===== config.mk =====
export PLATFORM = sky130hd
export DESIGN_NAME = fetch_stage
export DESIGN_NICKNAME = d
export VERILOG_FILES = /design/src/rtl/fetch_stage.sv
export SDC_FILE = /design/constraint.sdc
export NUM_CORES = 1
export LEC_CHECK = 0
export ABC_CLOCK_PERIOD_IN_PS = 1700
export CORE_ASPECT_RATIO = 2
export CORE_MARGIN = 5
export CORE_UTILIZATION = 30
export CTS_CLUSTER_SIZE = 24
export DETAILED_ROUTE_END_ITERATION = 16
export PLACE_DENSITY = 0.59
export SLEW_MARGIN = 20
export SYNTH_ARGS = -nofsm -noshare
export SYNTH_HDL_FRONTEND = slang
export SYNTH_SLANG_ARGS = --single-unit
export TNS_END_PERCENT = 10

===== constraint.sdc =====
create_clock -name clk -period 1.7 [get_ports clk]
set_input_delay 0.51 -clock clk [delete_from_list [all_inputs] [get_ports clk]]
set_output_delay 0.51 -clock clk [all_outputs]
set_load 0.02 [all_outputs]

===== src/rtl/fetch_stage.sv =====
`default_nettype none
// ============================================================================
// Module   : fetch_stage
// Brief    : MIPS instruction-fetch stage. It owns the PC, makes one
//            outstanding imem request at a time and loads the IF/ID register.
// Revision : 1.0  initial release
// ============================================================================
module fetch_stage #(
   parameter logic [31:0] RESET_PC  = 32'h0000_0000,
   parameter logic [31:0] NOP_INSTR = 32'h0000_0000
) (
   input  logic        clk,
   input  logic        reset,
   output logic [31:0] pc_out,
   input  logic [31:0] pc_plus4_in,
   output logic        imem_req,
   output logic [31:0] imem_addr,
   input  logic        imem_ready,
   input  logic [31:0] imem_rdata,
   input  logic        stall,
   input  logic        redirect_valid,
   input  logic [31:0] redirect_target,
   output logic        if_valid,
   output logic [31:0] if_instr,
   output logic [31:0] if_pc,
   output logic [31:0] if_pc_plus4
);

   typedef enum logic [0:0] {
      S_FETCH = 1'b0,
      S_HOLD  = 1'b1
   } state_t;

   state_t      state_q;
   logic [31:0] pc_q;
   logic        if_valid_q;
   logic [31:0] if_instr_q;
   logic [31:0] if_pc_q;
   logic [31:0] if_pc4_q;
   logic [31:0] hold_instr_q;
   logic [31:0] hold_pc_q;
   logic [31:0] hold_pc4_q;

   logic [31:0] redirect_pc_d;

   // Clearing the low bits with a mask keeps every target bit in use.
   assign redirect_pc_d = redirect_target & 32'hFFFF_FFFC;

   always_ff @(posedge clk) begin
      if (reset) begin
         state_q      <= S_FETCH;
         pc_q         <= RESET_PC;
         if_valid_q   <= 1'b0;
         if_instr_q   <= NOP_INSTR;
         if_pc_q      <= 32'h0000_0000;
         if_pc4_q     <= 32'h0000_0000;
         hold_instr_q <= NOP_INSTR;
         hold_pc_q    <= 32'h0000_0000;
         hold_pc4_q   <= 32'h0000_0000;
      end else if (redirect_valid) begin
         // Any response arriving with the redirect belongs to the wrong path.
         state_q      <= S_FETCH;
         pc_q         <= redirect_pc_d;
         if_valid_q   <= 1'b0;
         if_instr_q   <= NOP_INSTR;
         hold_instr_q <= NOP_INSTR;
         hold_pc_q    <= 32'h0000_0000;
         hold_pc4_q   <= 32'h0000_0000;
      end else begin
         case (state_q)
            S_FETCH: begin
               if (imem_ready) begin
                  if (!stall) begin
                     if_valid_q <= 1'b1;
                     if_instr_q <= imem_rdata;
                     if_pc_q    <= pc_q;
                     if_pc4_q   <= pc_plus4_in;
                     pc_q       <= pc_plus4_in;
                  end else begin
                     hold_instr_q <= imem_rdata;
                     hold_pc_q    <= pc_q;
                     hold_pc4_q   <= pc_plus4_in;
                     state_q      <= S_HOLD;
                  end
               end else if (!stall) begin
                  if_valid_q <= 1'b0;
               end
            end
            S_HOLD: begin
               if (!stall) begin
                  if_valid_q <= 1'b1;
                  if_instr_q <= hold_instr_q;
                  if_pc_q    <= hold_pc_q;
                  if_pc4_q   <= hold_pc4_q;
                  pc_q       <= hold_pc4_q;
                  state_q    <= S_FETCH;
               end
            end
            default: state_q <= S_FETCH;
         endcase
      end
   end

   assign pc_out      = pc_q;
   assign imem_addr   = pc_q;
   assign imem_req    = (state_q == S_FETCH) && !reset;
   assign if_valid    = if_valid_q;
   assign if_instr    = if_instr_q;
   assign if_pc       = if_pc_q;
   assign if_pc_plus4 = if_pc4_q;

endmodule
`default_nettype wire

After elaboration in Yosys (flattened, before gate mapping)
Cells that the tools add are included.
- flip-flop bits (word level): 226
- output and inout port bits: 162
- logic and storage cells: 46
- reduce and logical (&&, ||, !) cells: 7
- bitwise gates (word level): 2
- mux-type cells: 20
- equality and inequality tests: 7
- operators by type and width (cell ; count):
    $mux W32 ; 10
    $pmux W32 S2 ; 3
    $ne A3 B3 Y1 const B ; 4
    $reduce_and A3 Y1 ; 3
    $ne A2 B2 Y1 const B ; 3
    $mux W1 ; 5
    $pmux W1 S2 ; 2
    $reduce_and A4 Y1 ; 1
    $not A1 Y1 ; 2
    $reduce_or A2 Y1 ; 1
    $logic_and A1 B1 Y1 ; 1
    $logic_not A1 Y1 ; 1

Depth between registers and ports, before layout
Gate-level depths: netlist of the first run.
- word-level depth: 4
- gate-level depth with buffers: 7
- mapped depth without buffers: 3

Least setup slack after synthesis of the first run
OpenSTA, ideal clock, no wires.
- path type: input port to output port
- from: in reset
- to: out imem_req
- stages on the path: 3
- path buffers: 2
- slack: 0.034 ns
- arrival time: 1.156 ns
- cells stage by stage: clkbuf_1 -> clkbuf_1 -> nor2_1
- longest elaborated chain between the ends: 2
- RTL lines (item ; line ; RTL):
    start: declaration ; 13 ; input logic reset,
    $logic_not A1 Y1 ; 106 ; assign imem_req = (state_q == S_FETCH) && !reset;
    $logic_and A1 B1 Y1 ; 106 ;
    end: declaration ; 16 ; output logic imem_req,
No other way between the ends.

Worst setup path in the final report of the first run
- from: reg state_q
- to: out imem_req
- longest elaborated chain between the ends: 2
- RTL lines (item ; line ; RTL):
    start: declaration ; 34 ; state_t state_q;
    start signal: assignment ; 51 ; state_q <= S_FETCH;
    start signal: assignment ; 62 ; state_q <= S_FETCH;
    start signal: assignment ; 83 ; state_q <= S_HOLD;
    $not A1 Y1 (no line) ; - ;
    $logic_and A1 B1 Y1 ; 106 ;
No other way between the ends.

==> reports/results.ini, run 1 <==
[timing]
relSlewSlack=0.7609
min_period_over_period=1.003
setup_viol=1
final_hold_viol_count=0
finalClockSkew_ps=20.74
fin_crit_ps=1705
finalMaxSlewViolations=0
achievable-frequency_ghz=0.5866
worstMarginPinSlew_ps=358.7
rsz0062_at_grt=true
finalWorstSetupSlack_ps=-4.824

[synth]
synth_most_common_cell=nand2_1
synth_top_area_cell=dfxtp_1
yosys_warnings=0
syn_nets=1207
synthTopCellsByCount=245 x nand2_1, 226 x dfxtp_1, 163 x a21oi_1, 69 x mux2i_1, 53 x nor3_1
netlist_area_um2=9753
synth.ff_latch_count=226
ys_types=28
synth.top_cell.area_share=0.4639
synth-main-ff-cell=dfxtp_1
avgSynthCellArea_um2=8.818
ys_async_sr_fraction=0
synth-edff-count=0
ys_seq_area_frac=0.4639
ys_top_cells_by_area=dfxtp_1 46%, nand2_1 9.4%, a21oi_1 8.4%
syn_inst=1106

[power_and_ir_drop]
ir_worst_vdd_uv=750.1
pwr-share-clk=0.420
p_seq_frac=0.430
switching_share=0.2578
p_sw_uw=3402
power_leakage_uw=0.004792
p_int_uw=9792
power_density_nw_per_um2=989.9
combinationalPowerShare=0.150

[cells_and_area]
regArea_um2=4564
fin_util=0.4135
drive_gt1_frac=0.2560
multiInputGateArea_um2=4404
nNetsFinal=1426
n_fill_cell=3241
areaGrowthSynthToFinish_pct=36.65

[worst_setup_path]
path_class=flop to output port
cp.arrival_ps=1190
startpoint_type=flop
endpoint_kind=output port
slowest_stage=dfxtp_4
crit_required_ps=1190
path_max_fanout=2
path_buf_inv=2
critPathTopFamily=flip-flops
max_stage_delay_ps=350
path_cells=buf_12 > nor2_4 > buf_6

[routing]
top_layer_used=met4
drtPass1Iterations=5
drt_wl_total_mm=32.46
vias=8737
routedWlPerCell_um=18.29
routed-wl-met3_mm=2.023
drc=0
postRouteAntennaNets=0
dr_wl_met2_mm=16.87
met1_length_mm=12.36
routed_via_density=4.922
drt-initial-drc-count=409

[place]
dp_slack_ps=-407.7
place.gp.congestion=0.8280
hpwl_mm=23.02
port_buffers=260

[floorplanning]
rows=93
start_util=0.3026
dieWidth_um=137.5
ios=263
core-area_um2=32230
die_area_um2=36430
die_h_um=265.0

[clock_tree]
clockBufferDepth=3
htree_levels=1
clk_latency_ps=520
tritoncts.num_buffers=22
cts_tree=built
numClockSinks=226
cts_root_buf=clkbuf_16
clk_pin_slew_ps=70

[global_routing]
grt_max_degree=72
grt_pass1_vias=8468
antenna_found_initial=8
gr-total-overflow=0
grt_pass1_wl_mm=49.25
track_usage=0.1719

[run_status]
status=finished, violations left
violations=setup timing

[run]
drv_cap=0

[min_path]
min_path_type=input pin to flop

## layer usage
metal  GRT usage  up-vias
li1            -     4317
met1      0.1960     4115
met2      0.3005      250
met3     0.03304       55
met4     0.08504        0
met5           0        -
## final cells by class
cell class | count | area share
tap | 427 | 0.04009
sequential | 226 | 0.3425
multi-input combinational | 735 | 0.3305
antenna | 8 | 0.001502
timing repair buffer | 339 | 0.2234
clock buffer | 32 | 0.04872
clock inverter | 7 | 0.01286
inverter | 1 | 0.0004694
## registers in the layout (all words and copies together) (netlist names)
name	cells
if_instr	32
hold_pc_q	32
if_pc_plus4	32
if_pc	32
hold_instr_q	32
state_q	1
if_valid	1
imem_addr	32
hold_pc4_q	32
## cells by family after synthesis
group           Yosys count  share of synthesized area
mux                      96                     0.1020
compound gates          270                     0.1809
flops                   226                     0.4639
buf+inv                 145                    0.08775
simple gates            369                     0.1655
## cell usage in the layout, fill, tap and decap left out, types with 4 or more instances in the layout
master             n
dfxtp_2           26
a21oi_1          163
buf_12            21
bufinv_16          5
nor2_1            36
dfxtp_1          198
diode_2            8
clkdlybuf4s15_2   45
mux2i_1           69
a211oi_1          34
a211o_1            5
o21ai_0            4
clkdlybuf4s50_1   96
a311oi_1          26
clkbuf_8           4
clkbuf_1           5
nand2_1          245
buf_2             98
buf_4             58
o221ai_1          25
clkdlybuf4s15_1    6
nand4b_1          25
clkbuf_2          10
nor3_1            53
a311oi_2          11
clkbuf_16         23
mux2_2            27
## worst min-delay path, stage by stage
cell	delay [ps]
buf_4	160
buf_4	150
a21oi_1	40
## power by group through the flow
stage	Clock [µW]	Sequential, µW	Combinational (µW)
floorplan	0	5940	953
global placement	0	5780	2130
detailed placement	0	5790	2150
CTS	5730	5680	2030
global route	5920	5700	2140
finish	5540	5670	1980
## through the flow
stage               instances  hold WS (ps)  area [µm²]  total power, µW  TNS (ps)
floorplan                1106         432.9        9753             6893         0
global placement         1726         437.7       12900             7911    -64100
detailed placement       1726         444.7       12900             7939    -68610
CTS                      1767         359.1       13510            13430    -49.55
global route             1774         372.8       13330            13750    -122.7
finish                   1775         380.8       13330            13190    -4.824
## what timing repair did
action                                  CTS  global route
gates resized for setup                 570            48
pin swaps                                 1             0
setup buffers                             2             0
hold buffers                              0             0
endpoints found under the setup margin  161            41
## worst paths after layout
| check | cells past startpoint | start | slack, ps | end |
|---|---|---|---|---|
| hold reg to reg | 2 | hold_pc4_q[25] | 450 | hold_pc4_q[25] |
| setup / recovery | 3 | state_q | -5 | imem_req |
| setup reg to reg | 5 | state_q | 110 | if_pc_plus4[27] |
| hold / removal | 3 | reset | 380 | if_pc_plus4[15] |
Note: power is estimated with default switching activity, not from simulation.
==> inputs of run 2 (changes only) <==
- SKIP_LAST_GASP: not set -> 1
==> run 2 against run 1 <==
The flow still finishes with violations (setup timing). Clock power about the same. Via count decreased by 0.26%. Clock skew down 0.87 ps. Sequential power about the same. Register-to-register slack worse by 50 ps. Combinational power up 2%. Die area unchanged. Cell count unchanged. Wire length about the same. Worst setup slack got worse by 46 ps. Sequential cell count is the same. Critical path type unchanged.
==> reports/results.ini, run 2 (synthesized netlist as in run 1, its figures left out) <==
[timing]
relSlewSlack=0.7691  ; was 0.7609
rsz0062_at_grt=true  ; unchanged
achievable-frequency_ghz=0.5711  ; was 0.5866 GHz
finalWorstSetupSlack_ps=-50.97  ; was -4.824 ps
finalMaxSlewViolations=0  ; unchanged
min_period_over_period=1.030  ; was 1.003
finalClockSkew_ps=19.87  ; was 20.74 ps
setup_viol=69  ; was 1
worstMarginPinSlew_ps=346.3  ; was 358.7 ps
fin_crit_ps=1751  ; was 1705 ps
holdWs_ps=384.3  ; was 380.8 ps
final_hold_viol_count=0  ; unchanged
finalSetupTns_ps=-1206  ; was -4.824 ps

[floorplanning]
dieWidth_um=137.5  ; unchanged
ios=263  ; unchanged
core-area_um2=32230  ; unchanged
start_util=0.3026  ; unchanged
die_h_um=265.0  ; unchanged
rows=93  ; unchanged
die_area_um2=36430  ; unchanged

[global_routing]
grt_pass1_vias=8465  ; was 8468
grt_pass1_wl_mm=49.08  ; was 49.25 mm
grt_max_degree=72  ; unchanged
gr-total-overflow=0  ; unchanged
antenna_found_initial=8  ; unchanged
track_usage=0.1714  ; was 0.1719

[routing]
drt-initial-drc-count=379  ; was 409
vias=8714  ; was 8737
drtPass1Iterations=5  ; unchanged
postRouteAntennaNets=0  ; unchanged
routedWlPerCell_um=18.27  ; was 18.29 µm
drc=0  ; unchanged
routed_via_density=4.909  ; was 4.922
drt_wl_total_mm=32.43  ; was 32.46 mm

[worst_setup_path]
cp.arrival_ps=1240  ; was 1190 ps
startpoint_type=flop  ; unchanged
critPathCapture=pc_out[2]  ; was imem_req
path_max_fanout=3  ; was 2
max_stage_delay_ps=430  ; was 350 ps
path_buf_inv=1  ; was 2
endpoint_kind=output port  ; unchanged
rr_worst_depth=5  ; unchanged
path_cells=clkdlybuf4s15_2  ; was buf_12 > nor2_4 > buf_6
critPathTopFamily=flip-flops  ; unchanged
reg2reg_from=state_q  ; unchanged
cp.depth=1  ; was 3
slowest_stage=dfxtp_1  ; was dfxtp_4
path_class=flop to output port  ; unchanged
crit_required_ps=1190  ; about the same
critPathLaunch=imem_addr[2]  ; was state_q
regToRegEndpoint=if_pc[1]  ; was if_pc_plus4[27]
r2r_setup_slack_ps=60  ; was 110 ps

[clock_tree]
cts_tree=built  ; unchanged
clk_latency_ps=520  ; about the same
ctsHoldBuffers=0  ; unchanged
cts_root_buf=clkbuf_16  ; unchanged
numClockSinks=226  ; unchanged
clockBufferDepth=3  ; unchanged
tritoncts.num_buffers=22  ; unchanged
clk_pin_slew_ps=70  ; about the same
htree_levels=1  ; unchanged

[place]
hpwl_mm=23.02  ; unchanged
port_buffers=260  ; unchanged
dpl.cell_count=1726  ; unchanged
place.gp.congestion=0.8280  ; unchanged

[power_and_ir_drop]
power_density_nw_per_um2=970.0  ; was 989.9 nW/µm²
power_leakage_uw=0.004933  ; was 0.004792 µW
finalPower_uw=13230  ; was 13190 µW
ir_worst_vdd_uv=748.8  ; was 750.1 µV

[run_status]
status=finished, violations left  ; unchanged
violations=setup timing  ; unchanged

[cells_and_area]
final_cell_mix=245 x nand2_1, 206 x dfxtp_1, 163 x a21oi_1  ; was 245 x nand2_1, 198 x dfxtp_1, 163 x a21oi_1
nNetsFinal=1426  ; unchanged
areaGrowthSynthToFinish_pct=39.88  ; was 36.65%
stdcell_count=1775  ; unchanged
layout_commonest_cell=nand2_1  ; unchanged
drive_gt1_frac=0.1978  ; was 0.2560

[min_path]
min_from=reset  ; unchanged
min_path_type=input pin to flop  ; unchanged

[run]
drv_cap=0  ; unchanged

run 2: where the power goes:
group	total, µW	switching, µW	internal, µW
logic	2020	1120	905
clock network	5540	2130	3420
registers	5670	163	5510
total	13200	3400	9830
run 2: metal layers:
layer,GRT usage,up-vias,wire [µm]
met5,0,-,0
met4,0.08504,0,1118
met3,0.03361,51,2009
met2,0.3010,238,16930
met1,0.1935,4113,12380
li1,-,4312,-
run 2: worst min-delay path by stage:
| stage | depth (start not counted) | end |
|---|---|---|
| 3_3_place_gp | 2 | hold_pc4_q[26] |
| 5_1_grt | 3 | if_pc_plus4[15] |
| 6_report | 3 | if_pc_plus4[15] |
| 3_5_place_dp | 2 | hold_pc4_q[12] |
| 2_1_floorplan | 2 | hold_pc4_q[10] |
| 4_1_cts | 3 | if_pc_plus4[15] |
run 2: cell type report:
| cell class | instances | area, µm² |
|---|---|---|
| Fill cell | 3195 | 18590 |
| Sequential cell | 226 | 4554 |
| Multi-Input combinational cell | 735 | 4404 |
| Timing Repair Buffer | 339 | 3303 |
| Clock buffer | 32 | 649.4 |
| Tap cell | 427 | 534.3 |
| Clock inverter | 7 | 171.4 |
| Antenna cell | 8 | 20.02 |
| Inverter | 1 | 6.256 |
run 2: through the flow:
stage | cell area, µm² | util | setup WS [ps]
floorplan | 9753 | - | 34.42
global placement | 12900 | 0.4001 | -397.1
detailed placement | 12900 | 0.4001 | -407.7
CTS | 13680 | 0.4244 | -72.55
global route | 13640 | 0.4232 | -101.8
finish | 13640 | 0.4233 | -50.97
run 2: repair_timing:
action | 4_1_cts | 5_1_grt
resized for setup | 363 | 21
buffers inserted | 2 | 0
endpoints found under the setup margin | 161 | 149
pin swaps | 0 | 0
==> inputs of run 3 (changes only) <==
- CORE_MARGIN: 5 -> 2
==> run 3 against run 2 <==
Clock power hardly changed. Highest routed layer unchanged. Power is 0.50% lower. Clock skew is 7.3 ps higher. The run still ends with setup timing left. Combinational power is 2% lower.
==> reports/results.ini, run 3 (synthesized netlist as in run 1, its figures left out) <==
[worst_setup_path]
critPathTopFamily=flip-flops  ; unchanged
crit_required_ps=1190  ; about the same
path_class=flop to output port  ; unchanged
slowest_stage=dfxtp_1  ; unchanged
rr_worst_depth=5  ; unchanged
max_stage_delay_ps=420  ; was 430 ps
reg2reg_from=state_q  ; unchanged
path_cells=dlygate4sd2_1  ; was clkdlybuf4s15_2
cp.depth=1  ; unchanged
path_buf_inv=1  ; unchanged
startpoint_type=flop  ; unchanged
path_max_fanout=3  ; unchanged
regToRegEndpoint=imem_addr[16]  ; was if_pc[1]
r2r_setup_slack_ps=80  ; was 60 ps
cp.arrival_ps=1300  ; was 1240 ps
endpoint_kind=output port  ; unchanged

[power_and_ir_drop]
combinationalPowerShare=0.150  ; was 0.153
p_seq_frac=0.430  ; was 0.428
pwr-share-clk=0.420  ; was 0.419
p_int_uw=9627  ; was 9829 µW
p_sw_uw=3540  ; was 3404 µW
power_leakage_uw=0.005051  ; was 0.004933 µW
ir_worst_vdd_uv=1074  ; was 748.8 µV
switching_share=0.2688  ; was 0.2572
finalPower_uw=13170  ; was 13230 µW
power_density_nw_per_um2=982.9  ; was 970.0 nW/µm²

[timing]
relSlewSlack=0.6431  ; was 0.7691
finalWorstSetupSlack_ps=-112.3  ; was -50.97 ps
finalMaxSlewViolations=0  ; unchanged
fin_crit_ps=1812  ; was 1751 ps
min_period_over_period=1.066  ; was 1.030
finalSetupTns_ps=-4849  ; was -1206 ps
worstMarginPinSlew_ps=535.3  ; was 346.3 ps
finalClockSkew_ps=27.22  ; was 19.87 ps
setup_viol=108  ; was 69
achievable-frequency_ghz=0.5518  ; was 0.5711 GHz
final_hold_viol_count=0  ; unchanged
rsz0062_at_grt=true  ; unchanged

[clock_tree]
cts_root_buf=clkbuf_16  ; unchanged
ctsHoldBuffers=0  ; unchanged
numClockSinks=226  ; unchanged
post_cts_buffers=0  ; was 2
htree_levels=1  ; unchanged
clk_pin_slew_ps=70  ; about the same
clockBufferDepth=3  ; unchanged
cts_tree=built  ; unchanged
clk_latency_ps=540  ; was 520 ps
tritoncts.num_buffers=23  ; was 22

[routing]
routedWlPerCell_um=18.07  ; was 18.27 µm
drtPass1Iterations=5  ; unchanged
drt_wl_total_mm=31.88  ; was 32.43 mm
vias=8807  ; was 8714
drc=0  ; unchanged
drt-initial-drc-count=452  ; was 379
postRouteAntennaNets=0  ; unchanged
routed_via_density=4.993  ; was 4.909

[floorplanning]
core-area_um2=32120  ; was 32230 µm²
ios=263  ; unchanged
start_util=0.3037  ; was 0.3026
dieWidth_um=131.5  ; was 137.5 µm
rows=93  ; unchanged
die_area_um2=34060  ; was 36430 µm²
die_h_um=259.0  ; was 265.0 µm

[place]
port_buffers=260  ; unchanged
dpl.cell_count=1717  ; was 1726
place.gp.congestion=0.8408  ; was 0.8280
hpwl_mm=21.84  ; was 23.02 mm

[cells_and_area]
drive_gt1_frac=0.1547  ; was 0.1978
final_cell_mix=245 x nand2_1, 210 x dfxtp_1, 163 x a21oi_1  ; was 245 x nand2_1, 206 x dfxtp_1, 163 x a21oi_1
layout_commonest_cell=nand2_1  ; unchanged
stdcell_count=1764  ; was 1775
areaGrowthSynthToFinish_pct=37.34  ; was 39.88%
nNetsFinal=1416  ; was 1426

[global_routing]
grt_pass1_vias=8669  ; was 8465
grt_max_degree=72  ; unchanged
antenna_found_initial=5  ; was 8
grt_pass1_wl_mm=48.90  ; was 49.08 mm
gr-total-overflow=0  ; unchanged
track_usage=0.1797  ; was 0.1714

[run_status]
violations=setup timing  ; unchanged
status=finished, violations left  ; unchanged

[min_path]
worstHoldEndpoint=hold_pc4_q[18]  ; was if_pc_plus4[15]
hold_path_depth=2  ; was 3
min_from=hold_pc4_q[18]  ; was reset
min_path_type=flop to flop  ; was input pin to flop

[run]
drv_cap=0  ; unchanged

## run 3: cell count changes in the layout (fill, tap and decap cells not counted), sizes merged, moves of 3 or more
cell and change:
clkbuf +10, diode -3, dlygate4sd2 +46, buf -15, clkdlybuf4s15 -53, clkinv +3
## run 3: through the flow
step / worst slack (ps) / utilization / instance area (µm²) / hold slack, ps
after CTS: -254.7 / 0.4183 / 13430 / 452.4
final: -112.3 / 0.4171 / 13400 / 450.9
after global placement: -353.2 / 0.4004 / 12860 / 438.2
after global routing: -130.4 / 0.4171 / 13400 / 468.1
after floorplan: 34.42 / - / 9753 / 432.9
after detailed placement: -417.6 / 0.4004 / 12860 / 442.8
## run 3: layout make-up
type | count | area, µm²
well taps | 427 | 534.3
flip-flops and latches | 226 | 4547
clock inverters | 11 | 142.6
diodes | 5 | 12.51
multi-input cells | 735 | 4397
fillers | 3242 | 18720
clock buffers | 31 | 676.9
repair buffers | 328 | 3079
inverters | 1 | 6.256
## run 3: worst max path at each step
| stage | from | endpoint |
|---|---|---|
| final | imem_addr[2] | imem_addr[2] |
| after global routing | imem_addr[2] | imem_addr[2] |
| after CTS | state_q | imem_req |
| after detailed placement | imem_ready | if_instr[19] |
| after global placement | imem_ready | hold_instr_q[30] |
| after floorplan | reset | imem_req |
## run 3: metal layers
layer | track usage | wire length (µm) | up-vias
met5 | 0 | 0 | -
met4 | 0.09209 | 1087 | 0
met3 | 0.03359 | 1972 | 59
met2 | 0.3207 | 16430 | 289
met1 | 0.2033 | 12390 | 4160
li1 | - | - | 4299
## run 3: power by group through the flow
stage                     clock network, µW  logic, µW  registers [µW]
after floorplan                           0        953            5940
after global placement                    0       2120            5790
after detailed placement                  0       2130            5790
after CTS                              5660       1990            5670
after global routing                   5850       2120            5690
final                                  5530       1970            5670
## run 3: what timing repair did
item,CTS,global route
hold endpoints to repair,0,0
endpoints found under the setup margin,162,148
gates resized for setup,219,69
